==> config.mk <==
export PLATFORM = sky130hd
export DESIGN_NAME = prime_seq_periph_flat
export DESIGN_NICKNAME = d
export VERILOG_FILES = /design/src/rtl/prime_seq_periph_if.sv /design/src/rtl/prime_seq_periph.sv /design/src/flat_wrapper.sv
export SDC_FILE = /design/constraint.sdc
export NUM_CORES = 1
export LEC_CHECK = 0
export ABC_AREA = 1
export CAP_MARGIN = 30
export CORE_UTILIZATION = 68
export DETAILED_ROUTE_END_ITERATION = 10
export GPL_TIMING_DRIVEN = 0
export PLACE_DENSITY_LB_ADDON = 0.1
export SLEW_MARGIN = 20
export SYNTH_ARGS = -nofsm -noshare
export SYNTH_HDL_FRONTEND = slang
export SYNTH_SLANG_ARGS = --single-unit
==> constraint.sdc <==
create_clock -name clk -period 47.5 [get_ports clk]
set_clock_uncertainty 0.2 [all_clocks]
set_input_delay 9.5 -clock clk [delete_from_list [all_inputs] [get_ports clk]]
set_output_delay 9.5 -clock clk [all_outputs]
set_load 0.05 [all_outputs]
==> src/rtl/prime_seq_periph_if.sv <==
// Slave-bus bundle for the emulated GPIO peripherals: level strobes,
// a 16-bit register address, write data and registered read data.
interface prime_seq_periph_if #(
    parameter int DATA_W = 32
);
    logic [15:0]       saddress;
    logic              srd;
    logic              swr;
    logic [DATA_W-1:0] sdata_in;
    logic [DATA_W-1:0] sdata_out;

    modport master (output saddress, srd, swr, sdata_in, input sdata_out);
    modport slave  (input saddress, srd, swr, sdata_in, output sdata_out);
endinterface

==> src/rtl/prime_seq_periph.sv <==
// Bus-mapped sequential prime accelerator: W = the A-th prime by trial
// division, with a completion counter on gpio_out and a level interrupt.
module prime_seq_periph #(
    parameter int          DATA_W = 32,
    parameter int          ARG_W  = 10,
    parameter int          NUM_W  = 16,
    parameter int          GPIO_W = 16,
    parameter logic [15:0] ADDR_A = 16'h238,
    parameter logic [15:0] ADDR_W = 16'h248,
    parameter logic [15:0] ADDR_S = 16'h250,
    parameter logic [15:0] ADDR_C = 16'h240
) (
    input  logic                clk,
    input  logic                n_reset,
    prime_seq_periph_if.slave   bus,
    input  logic [GPIO_W-1:0]   gpio_in,
    input  logic                gpio_latch,
    output logic [GPIO_W-1:0]   gpio_out,
    output logic [GPIO_W-1:0]   gpio_in_s_insp,
    output logic                irq
);
    typedef enum logic [2:0] {S_IDLE, S_NEXT, S_TEST, S_FOUND, S_DONE, S_OVF} state_e;

    localparam logic [NUM_W-1:0] N_MAX = '1;

    // [0],[1] synchroniser stages, [2] previous value for edge detection
    logic [2:0] srd_sync_q, srd_sync_d;
    logic [2:0] swr_sync_q, swr_sync_d;
    logic [2:0] lat_sync_q, lat_sync_d;

    state_e             state_q, state_d;
    logic [ARG_W-1:0]   a_q, a_d, s_q, s_d;
    logic [NUM_W-1:0]   w_q, w_d, n_q, n_d, d_q, d_d;
    logic               busy_q, busy_d, done_q, done_d, ovf_q, ovf_d;
    logic               irq_en_q, irq_en_d;
    logic [GPIO_W-1:0]  gpio_out_q, gpio_out_d, insp_q, insp_d;
    logic [DATA_W-1:0]  rdata_q, rdata_d, rd_val;

    logic               rd_ev, wr_ev, lat_ev;
    logic [2*NUM_W-1:0] d_sq;
    logic [NUM_W-1:0]   rem;
    logic [ARG_W-1:0]   s_inc;

    assign rd_ev  = srd_sync_q[1] & ~srd_sync_q[2];
    assign wr_ev  = swr_sync_q[1] & ~swr_sync_q[2];
    assign lat_ev = lat_sync_q[1] & ~lat_sync_q[2];

    // d_q only ever holds 2 or more, so the remainder never divides by zero
    assign d_sq  = d_q * d_q;
    assign rem   = n_q % d_q;
    assign s_inc = s_q + 1'b1;

    always_comb begin
        rd_val = '0;
        case (bus.saddress)
            ADDR_A:  rd_val = DATA_W'(a_q);
            ADDR_W:  rd_val = DATA_W'(w_q);
            ADDR_S:  rd_val = DATA_W'(s_q);
            ADDR_C:  rd_val[3:0] = {irq_en_q, ovf_q, done_q, busy_q};
            default: rd_val = '0;
        endcase
    end

    always_comb begin
        // NOTE: every _d takes its _q value first; any path that skips an
        // assignment then holds state instead of inferring a latch.
        srd_sync_d = {srd_sync_q[1:0], bus.srd};
        swr_sync_d = {swr_sync_q[1:0], bus.swr};
        lat_sync_d = {lat_sync_q[1:0], gpio_latch};
        state_d    = state_q;
        a_d        = a_q;
        s_d        = s_q;
        w_d        = w_q;
        n_d        = n_q;
        d_d        = d_q;
        busy_d     = busy_q;
        done_d     = done_q;
        ovf_d      = ovf_q;
        irq_en_d   = irq_en_q;
        gpio_out_d = gpio_out_q;
        insp_d     = insp_q;
        rdata_d    = rdata_q;

        if (rd_ev)  rdata_d = rd_val;
        if (lat_ev) insp_d  = gpio_in;

        case (state_q)
            S_IDLE: ;
            S_NEXT: begin
                if (a_q == '0) begin
                    state_d = S_DONE;
                end else if (n_q == N_MAX) begin
                    state_d = S_OVF;
                end else begin
                    n_d     = n_q + 1'b1;
                    d_d     = NUM_W'(2);
                    state_d = S_TEST;
                end
            end
            S_TEST: begin
                if (d_sq > {{NUM_W{1'b0}}, n_q}) state_d = S_FOUND;
                else if (rem == '0)             state_d = S_NEXT;
                else                            d_d     = d_q + 1'b1;
            end
            S_FOUND: begin
                s_d     = s_inc;
                state_d = (s_inc == a_q) ? S_DONE : S_NEXT;
            end
            S_DONE: begin
                w_d        = (a_q == '0) ? '0 : n_q;
                busy_d     = 1'b0;
                done_d     = 1'b1;
                gpio_out_d = gpio_out_q + 1'b1;
                state_d    = S_IDLE;
            end
            S_OVF: begin
                w_d     = '0;
                ovf_d   = 1'b1;
                busy_d  = 1'b0;
                done_d  = 1'b1;
                state_d = S_IDLE;
            end
            default: state_d = S_IDLE;
        endcase

        // Bus writes override the FSM step, so a new A aborts a run cleanly
        if (wr_ev) begin
            case (bus.saddress)
                ADDR_A: begin
                    a_d     = bus.sdata_in[ARG_W-1:0];
                    s_d     = '0;
                    w_d     = '0;
                    done_d  = 1'b0;
                    ovf_d   = 1'b0;
                    n_d     = NUM_W'(1);
                    busy_d  = 1'b1;
                    state_d = S_NEXT;
                end
                ADDR_C: begin
                    irq_en_d = bus.sdata_in[3];
                    if (bus.sdata_in[1]) done_d = 1'b0;
                end
                default: ;
            endcase
        end
    end

    // NOTE: sequential state uses non-blocking assignments only, so every
    // flop samples the pre-edge value of every other flop.
    always_ff @(posedge clk or negedge n_reset) begin
        if (!n_reset) begin
            srd_sync_q <= '0;
            swr_sync_q <= '0;
            lat_sync_q <= '0;
            state_q    <= S_IDLE;
            a_q        <= '0;
            s_q        <= '0;
            w_q        <= '0;
            n_q        <= '0;
            d_q        <= NUM_W'(2);
            busy_q     <= 1'b0;
            done_q     <= 1'b0;
            ovf_q      <= 1'b0;
            irq_en_q   <= 1'b0;
            gpio_out_q <= '0;
            insp_q     <= '0;
            rdata_q    <= '0;
        end else begin
            srd_sync_q <= srd_sync_d;
            swr_sync_q <= swr_sync_d;
            lat_sync_q <= lat_sync_d;
            state_q    <= state_d;
            a_q        <= a_d;
            s_q        <= s_d;
            w_q        <= w_d;
            n_q        <= n_d;
            d_q        <= d_d;
            busy_q     <= busy_d;
            done_q     <= done_d;
            ovf_q      <= ovf_d;
            irq_en_q   <= irq_en_d;
            gpio_out_q <= gpio_out_d;
            insp_q     <= insp_d;
            rdata_q    <= rdata_d;
        end
    end

    assign bus.sdata_out   = rdata_q;
    assign gpio_out        = gpio_out_q;
    assign gpio_in_s_insp  = insp_q;
    assign irq             = done_q & irq_en_q;
endmodule

==> src/flat_wrapper.sv <==
// flat-port wrapper written by rule: the top's interface ports become plain ports
module prime_seq_periph_flat 
#(
    parameter int          DATA_W = 32,
    parameter int          ARG_W  = 10,
    parameter int          NUM_W  = 16,
    parameter int          GPIO_W = 16,
    parameter logic [15:0] ADDR_A = 16'h238,
    parameter logic [15:0] ADDR_W = 16'h248,
    parameter logic [15:0] ADDR_S = 16'h250,
    parameter logic [15:0] ADDR_C = 16'h240
)
  (clk, n_reset, gpio_in, gpio_latch, gpio_out, gpio_in_s_insp, irq, bus_saddress, bus_srd, bus_swr, bus_sdata_in, bus_sdata_out);
  prime_seq_periph_if #(.DATA_W(DATA_W)) bus_i ();
  input  logic clk;
  input  logic n_reset;
  input  logic [GPIO_W-1:0] gpio_in;
  input  logic gpio_latch;
  output logic [GPIO_W-1:0] gpio_out;
  output logic [GPIO_W-1:0] gpio_in_s_insp;
  output logic irq;
  input wire logic [$bits(bus_i.saddress)-1:0] bus_saddress;
  input wire logic [$bits(bus_i.srd)-1:0] bus_srd;
  input wire logic [$bits(bus_i.swr)-1:0] bus_swr;
  input wire logic [$bits(bus_i.sdata_in)-1:0] bus_sdata_in;
  output wire logic [$bits(bus_i.sdata_out)-1:0] bus_sdata_out;
  assign bus_i.saddress = bus_saddress;
  assign bus_i.srd = bus_srd;
  assign bus_i.swr = bus_swr;
  assign bus_i.sdata_in = bus_sdata_in;
  assign bus_sdata_out = bus_i.sdata_out;
  prime_seq_periph #(.DATA_W(DATA_W), .ARG_W(ARG_W), .NUM_W(NUM_W), .GPIO_W(GPIO_W), .ADDR_A(ADDR_A), .ADDR_W(ADDR_W), .ADDR_S(ADDR_S), .ADDR_C(ADDR_C)) u_core (.clk(clk), .n_reset(n_reset), .bus(bus_i), .gpio_in(gpio_in), .gpio_latch(gpio_latch), .gpio_out(gpio_out), .gpio_in_s_insp(gpio_in_s_insp), .irq(irq));
endmodule
# [Word level (Yosys, flattened, before mapping)]
# Index checks and enable logic that the tools add are counted.
# Widths: inputs -> output; s select.
[totals] input_bits=69 register_bits=148 out_inout_bits=65
[classes] n_bitwise=7 eq_ne=15 n_div=1 n_reduce_logical=8 n_addsub=4 mux=37 magnitude_cmp=1 mul=1
[op_table] op="$mux 16" n=12
[op_table] op="$eq 16x10->1 const B" n=4
[op_table] op="$pmux 16 s2" n=2
[op_table] op="$add 16x1->16 const B" n=3
[op_table] op="$pmux 12 s3" n=1
[op_table] op="$gt 32x16->1" n=1
[op_table] op="$mul 16x16->32" n=1
[op_table] op="$mux 10" n=3
[op_table] op="$mux 3" n=7
[op_table] op="$eq 16x16->1 const B" n=1
[op_table] op="$logic_not 16->1" n=1
[op_table] op="$mod 16x16->16" n=1
[op_table] op="$pmux 4 s4" n=1
[op_table] op="$pmux 3 s4" n=1
[op_table] op="$add 10x1->10 const B" n=1
[op_table] op="$eq 10x10->1" n=1
[op_table] op="$logic_not 10->1" n=1
[op_table] op="$mux 1" n=9
[op_table] op="$ne 2x2->1 const B" n=4
[op_table] op="$eq 3x2->1 const B" n=2
[op_table] op="$eq 3x3->1 const B" n=2
[op_table] op="$reduce_and 5->1" n=1
[op_table] op="$and 1x1->1" n=4
[op_table] op="$reduce_and 2->1" n=2
[op_table] op="other kinds (6)" n=8

# [Depth between registers and ports, before layout]
# Gate-level depths: netlist of run 1.
[depth] ltp_word=7 ltp_mapped=193 depth_no_buf=190

# [Least setup slack after synthesis of run 1]
# No wires, ideal clock.
[synth_timing] path_type="register -> register" start="reg u_core.d_q[0]" end="reg u_core.d_q[7]" required_time_ns=47.182 setup_time_ns=0.118 synth_period_minus_slack_ns=22.094 slack_ns=25.406 stages_incl_launch_ff=178 t_arrival_ns=21.776 cell_sequence="dfrtp_1 > clkbuf_1 > inv_1 > ha_1 > nor2_1 > nor2_1 > nand3_1 > nand2_1 > nand2_1 > ha_1 > nand2_1 > nand3b_1 > nand2_1 > nor2_4 > nand2_1 > and2_1 > ha_1 > nand2_1 > (+142 left out) > nand2_1 > nor2_1 > nand2_1 > inv_1 > nand2_1 > and3_1 > inv_1 > clkbuf_1 > nand2_1 > o21ai_0 > nand4_1 > a21oi_1 > nand3_1 > nor2_2 > nand3_4 > buf_2 > nand4_1 > nand2_1"
[synth_between] elab_chain_cells=4 elab_cells_between_ends=11
[synth_rtl] item="start: declaration" line_no="prime_seq_periph.sv:33" source="logic [NUM_W-1:0] w_q, w_d, n_q, n_d, d_q, d_d;"
[synth_rtl] item="start signal: assignment" line_no="prime_seq_periph.sv:160" source="d_q <= NUM_W'(2);"
[synth_rtl] item="start signal: assignment" line_no="prime_seq_periph.sv:177" source="d_q <= d_d;"
[synth_rtl] item="$mod 16x16->16, or another cell as far along" line_no="prime_seq_periph.sv:50" source="assign rem = n_q % d_q;"
[synth_rtl] item="$logic_not 16->1, or another cell as far along" line_no="prime_seq_periph.sv:102" source="else if (rem == '0) state_d = S_NEXT;"
[synth_rtl] item="$ne 2x2->1 (no source line) or $mux 16 (tied branches)"
[synth_rtl] item="$reduce_and 5->1 (no source line) or $pmux 16 s2 (tied branches)"
# Several ways; a longest one is shown, not always the timed one. The select of a mux whose other input is x is not followed.
# A chain may end at the register's enable or synchronous reset.

# [Worst setup path in the final report of run 1]
[layout_timing] start="reg u_core.d_q[0]" end="reg u_core.d_q[9]"
# The elaborated chain is that of the path after synthesis.

==> metrics.txt, run 1 <==
met3 Resource Use GR=4.19%; total wire length=57,600 um; hpwl dp=47,100 um; Die Span Y=181 um; ys async rst share=100%; worst hold-check path type=register to register; RSZ-0062 raised after global routing=no; clk sink count=132; Max Cap Viol=0; Clock Tree Root=clkbuf_16; fmax=37.6 MHz; commonest non-fill, non-tap cell in the layout=nand2_1; Post-DRT Antenna Nets=0; Seq cells post-synth=132; Reg clk slew, reported paths=70 ps; status=finished, final reports clean; Crit path largest cell delay=510 ps; Final Hold Fails=0; port bufs=95; Initial Util=69.1%; Reg-to-Reg End=u_core.d_q[9]$_DFFE_PN0P_; initial detailed-routing violation count=1,581; synth unique cells=64; gpl congestion=0.924; final number of setup-violating endpoints=0; met1 Use GR=47.1%; synthesized instance count=3,004; sequential fraction of the synthesis area=15.1%; WS Path Type=register to register; die width=181 um; final global-route overflow total=0; EDFF count, synth=0; Critical Path Fanout Max=19; total setup buffers inserted after CTS=0; Global Route Usage Sum=36.2%; CTS max path bufs=2; Worst Setup End Kind=register; # fillers=2,448; first-pass GRT wire length=96,500 um; fin nets=3,626; R2R cell count=176; Worst R2R Setup Slack=20,890 ps; detailed-route via count=20,400; First-pass DRT Iterations=5; GRT busiest layer=met2; syn_area_per_cell=7.28 sq um; vias in the first global route=20,300; period utilization=56.0%; H-tree depth=4; core area=31,600 sq um; Startpoint Class=register; hold depth=0; Slew HR=36.4%; share of post-route cells with drive strength above 1=7.59%; Worst Hold End=u_core.lat_sync_q[1]$_DFF_PN0_; multi-input logic area=16,000 sq um; Total Neg Setup Slack=0 ps; Warnings, synthesis=0; Tightest Pin Transition=947 ps; wire per inst=16.2 um; synthesized cell area=21,900 sq um; vias per cell=5.75; Row Count=65; CTS tree=yes; P&R area growth vs syn=9.76%; reg2reg start=u_core.d_q[0]$_DFFE_PN0P_; register area=3300 sq um; met2 Track Usage GR=62.6%; initial antenna violation count=0; Antenna Cells=0; DR DRC count=0; CP max stage cell=inv_1; most frequent cells in the layout=nand2_1, inv_1, ha_1; largest net degree at the start of global routing=99; Worst EP arrival=26,730 ps; cts hold-fix bufs=0; Crit path required time=47,620 ps; # IOs=134; Primary FF master, synth=dfrtp_1; max-slew violation count=0; most frequent CP cell=nand2_1; Tmin final=26,610 ps; Clock Latency Late Sink=440 ps; post-CTS sizing=0; die area=32,900 sq um; CTS Buf Count=17; HP Start=u_core.lat_sync_q[0]$_DFF_PN0_
[layout make-up]
class                      instances  share of cell area (%)
inverter                         554                    8.67
timing repair buffer              96                    4.10
clock inverter                    15                   0.693
buffer                            93                    2.16
tap                              402                    2.10
clock buffer                      17                    1.77
multi-input combinational       2240                    66.7
sequential                       132                    13.8
[critical path: cells and delay by family (launching register included)]
kind	cells	cell delay, ps
AO/OA/AOI/OAI	25	4290
XOR/XNOR	2	220
adder cells (fa/ha/maj)	16	5040
buffers and inverters	24	3890
flip-flops	1	450
AND/OR/NAND/NOR	109	12310
[cells by family (layout without fill, tap and decap cells)]
family	Yosys count	in the layout	share of synthesized area [%]
compound gates	385	385	9.79
simple gates	1251	1251	26.5
other cells	1	16	0.0171
fa+ha+maj	423	423	29.9
mux	18	18	0.927
flops	132	132	15.1
xor+xnor	147	147	5.89
buf+inv	647	775	11.9
[layer usage]
layer | up-vias | wire, um
li1 | 9844 | -
met1 | 9726 | 24600
met2 | 680 | 27900
met3 | 144 | 3470
met4 | 0 | 1650
met5 | - | 0
[cell usage after synthesis (5+ instances only)]
| master | number | share of area, % |
|---|---|---|
| buf_2 | 18 | 0.41 |
| inv_2 | 18 | 0.31 |
| dfrtp_1 | 131 | 15 |
| buf_6 | 5 | 0.26 |
| o21bai_1 | 7 | 0.24 |
| xor2_1 | 89 | 3.6 |
| o22ai_1 | 24 | 0.69 |
| a211oi_1 | 8 | 0.27 |
| fa_1 | 165 | 15 |
| nand2_2 | 23 | 0.66 |
| nand3_2 | 45 | 2.1 |
| nor4_1 | 14 | 0.40 |
| a221oi_1 | 6 | 0.24 |
| nand3_1 | 164 | 3.8 |
| inv_1 | 532 | 9.1 |
| nor3_1 | 36 | 0.82 |
| xnor2_1 | 58 | 2.3 |
| clkbuf_1 | 42 | 0.72 |
| a21o_1 | 6 | 0.21 |
| o21ai_1 | 22 | 0.50 |
| mux2_2 | 18 | 0.93 |
| ha_1 | 258 | 15 |
| o21ai_0 | 116 | 2.7 |
| a21oi_1 | 158 | 3.6 |
| or2_2 | 32 | 0.92 |
| nand2_4 | 5 | 0.26 |
| nand3b_1 | 11 | 0.38 |
| and2_1 | 21 | 0.60 |
| o211ai_1 | 6 | 0.21 |
| nand2_1 | 683 | 12 |
| o21a_1 | 6 | 0.21 |
| nor2_1 | 144 | 2.5 |
| o31ai_1 | 8 | 0.27 |
| buf_4 | 22 | 0.76 |
| nand4_1 | 53 | 1.5 |
[worst max-delay path by stage]
stage,startpoint,end,slack [ps]
6_report,u_core.d_q[0]$_DFFE_PN0P_,u_core.d_q[9]$_DFFE_PN0P_,20890
2_1_floorplan,u_core.d_q[0]$_DFFE_PN0P_,u_core.d_q[7]$_DFFE_PN0P_,25410
3_3_place_gp,u_core.d_q[0]$_DFFE_PN0P_,u_core.d_q[9]$_DFFE_PN0P_,21900
3_5_place_dp,u_core.d_q[0]$_DFFE_PN0P_,u_core.d_q[9]$_DFFE_PN0P_,21390
5_1_grt,u_core.d_q[0]$_DFFE_PN0P_,u_core.d_q[9]$_DFFE_PN0P_,18270
4_1_cts,u_core.d_q[0]$_DFFE_PN0P_,u_core.d_q[9]$_DFFE_PN0P_,21310
[registers in the layout (all words and copies together), names as in the netlist]
signal,count
u_core.lat_sync_q,3
u_core.irq_en_q,1
u_core.done_q,1
u_core.gpio_in_s_insp,16
u_core.srd_sync_q,3
u_core.gpio_out,16
u_core.n_q,16
u_core.d_q,16
u_core.a_q,10
u_core.bus.sdata_out,16
u_core.s_q,10
u_core.w_q,16
u_core.swr_sync_q,3
u_core.state_q,3
u_core.ovf_q,1
u_core.busy_q,1
[stage by stage]
stage	utilization, %	hold slack, ps	cells	setup slack [ps]	cell area, sq um
6_report	75.9	153	3549	20890	24000
5_1_grt	75.9	156	3549	18270	24000
4_1_cts	75.9	154	3549	21310	24000
3_5_place_dp	74.0	141	3517	21390	23400
3_3_place_gp	73.9	133	3516	21900	23400
2_1_floorplan	-	131	3019	25410	21900
Power of run 1 is left out: the tool's default activity adds up to more than one toggle a clock period on the data nets, which glitch-free logic cannot reach.
==> run 2, diff against run 1 <==
CORE_UTILIZATION = 57   (was 68)
clock period = 22.7 ns   (was 47.5 ns; I/O delays follow)
==> run 2 against run 1 <==
Effect of this change: the flow now finishes with violations (setup timing); sequential share of layout area down 2.4 points; global-route usage down 3.4 points; utilization up 1.2 points; critical path depth down 5; design area up 21%; worst hold slack worse by 4.9 ps; final cell count up 8.0%; maximum frequency up 4.8%; register-to-register slack worse by 24000 ps; count of clock-buffer cells in the layout up 1; critical path type unchanged; highest routed layer is now met5.
==> metrics.txt, run 2 (synthesis results as in run 1) <==
fmax=39.4 MHz (+4.8%); CP Buf/Inv Count=35 (+46%); # fillers=2,557 (+4.5%); post-route cell area=29,000 sq um (+21%); initial antenna violation count=3 (+3); final number of setup-violating endpoints=18 (+18); RSZ-0062 raised after global routing=yes; Tmin final=25,390 ps (-1220 ps); total wire length=79,100 um (+37%); cts hold-fix bufs=0 (unchanged); status=finished, violations left; clk sink count=132 (unchanged); Reg clk slew, reported paths=60 ps (about the same); Die Span Y=198 um (+9.1%); Non-Filler Instances=3,834 (+8.0%); fin nets=3,801 (+4.8%); failing checks=setup timing; Total Neg Setup Slack=-47,660 ps (-47,660 ps); Worst path top cell family by delay=simple AND/OR/NAND/NOR gates; die area=39,200 sq um (+19%); P&R area growth vs syn=32.8%; placed insts=3,626 (+3.1%); # IOs=134 (unchanged); Row Count=71 (+9.2%); CP max stage cell=o41ai_4; Place WS=-3840 ps (-25,240 ps); Crit path largest cell delay=440 ps (-70 ps); most frequent cells in the layout=nand2_1, inv_1, buf_4; Slew HR=27.5% (-8.9 points); initial detailed-routing violation count=2,368 (+50%); Clock Tree Root=clkbuf_16; hpwl dp=47,400 um (+0.65%); detailed-route via count=23,200 (+14%); die width=198 um (+9.1%); vias per cell=6.05 (+5.2%); largest net degree at the start of global routing=70 (-29%); worst setup margin=-2690 ps (-23,580 ps); H-tree depth=4 (unchanged); max-slew violation count=0 (unchanged); CTS Buf Count=17 (unchanged); Startpoint Class=register; vias in the first global route=20,900 (+3.0%); Clock Latency Late Sink=430 ps (about the same); Global Route Usage Sum=32.8% (-3.4 points); final global-route overflow total=0 (unchanged); first-pass GRT wire length=103,000 um (+6.5%); First-pass DRT Iterations=9 (+4); Max Cap Viol=0 (unchanged); Crit path required time=22,850 ps (-24,770 ps); Worst Setup End Kind=register; Worst EP arrival=25,540 ps (-1190 ps); gpl congestion=0.907 (-1.9%); Critical Path Fanout Max=10 (-9); Initial Util=58.1% (-11 points); core area=37,700 sq um (+19%); most frequent CP cell=nand2_2; port bufs=95 (unchanged); dpl cell area=23,500 sq um (+0.58%); wire per inst=20.6 um (+27%); CTS tree=yes; DR DRC count=0 (unchanged); share of post-route cells with drive strength above 1=27.5% (+20 points); WS Path Type=register to register; CTS max path bufs=2 (unchanged); period utilization=112% (+56 points); commonest non-fill, non-tap cell in the layout=nand2_1; Post-DRT Antenna Nets=0 (unchanged); Tightest Pin Transition=1090 ps (+139 ps); worst hold-check path type=register to register; Final Hold Fails=0 (unchanged)
==> run 2: worst reg2reg max path, delay by kind of cell, from the launching register on <==
kind	cells	cell delay [ps]
buffers and inverters	35	4350
AOI/OAI and AO/OA	19	3400
DFF	1	410
adders and majority gates	15	4350
and+or+nand+nor	100	12270
xor gates and xnor gates	2	340
==> run 2: final timing paths <==
kind / from / endpoint / slack (ps) / cells after the start
worst max-delay path: u_core.d_q[0]$_DFFE_PN0P_ / u_core.d_q[12]$_DFFE_PN0P_ / -2690 / 171
worst min-delay path: u_core.lat_sync_q[0]$_DFF_PN0_ / u_core.lat_sync_q[1]$_DFF_PN0_ / 150 / 0
worst max register to register: u_core.d_q[0]$_DFFE_PN0P_ / u_core.d_q[12]$_DFFE_PN0P_ / -2690 / 171
worst min register to register: u_core.lat_sync_q[0]$_DFF_PN0_ / u_core.lat_sync_q[1]$_DFF_PN0_ / 150 / 0
max in group asynchronous: n_reset / u_core.gpio_out[5]$_DFFE_PN0N_ / 17690 / 2
min in group asynchronous: n_reset / u_core.n_q[6]$_DFF_PN0_ / 3890 / 1
==> run 2: what timing repair did <==
action | 4_1_cts | 5_1_grt
gates cloned | 5 | 1
setup endpoints to repair | 18 | 18
buffers inserted | 88 | 79
gates resized for setup | 277 | 471
pin swaps | 86 | 261
==> run 2: per-layer routing <==
layer	global-route usage (%)	wire length, um
met5	0	114
met3	2.98	7780
met2	55.6	36100
met4	13.4	5030
met1	42.9	30100
==> run 2: layout make-up <==
cell class                 count  area (sq um)  share of cell area [%]
antenna                        1          2.50                 0.00861
buffer                        92           636                    2.19
clock inverter                14           151                   0.521
tap                          511           639                    2.20
inverter                     554          2210                    7.61
timing repair inverter         2          11.3                  0.0388
clock buffer                  18           429                    1.48
timing repair buffer         269          2470                    8.52
sequential                   132          3310                    11.4
multi-input combinational   2241         19200                    66.0
==> run 2: through the flow <==
| stage | hold slack [ps] | utilization, % |
|---|---|---|
| floorplan | 131 | - |
| global placement | 131 | 62.4 |
| detailed placement | 137 | 62.5 |
| CTS | 152 | 69.9 |
| global route | 158 | 77.1 |
| finish | 148 | 77.1 |
Power of run 2 is left out for the same reason.
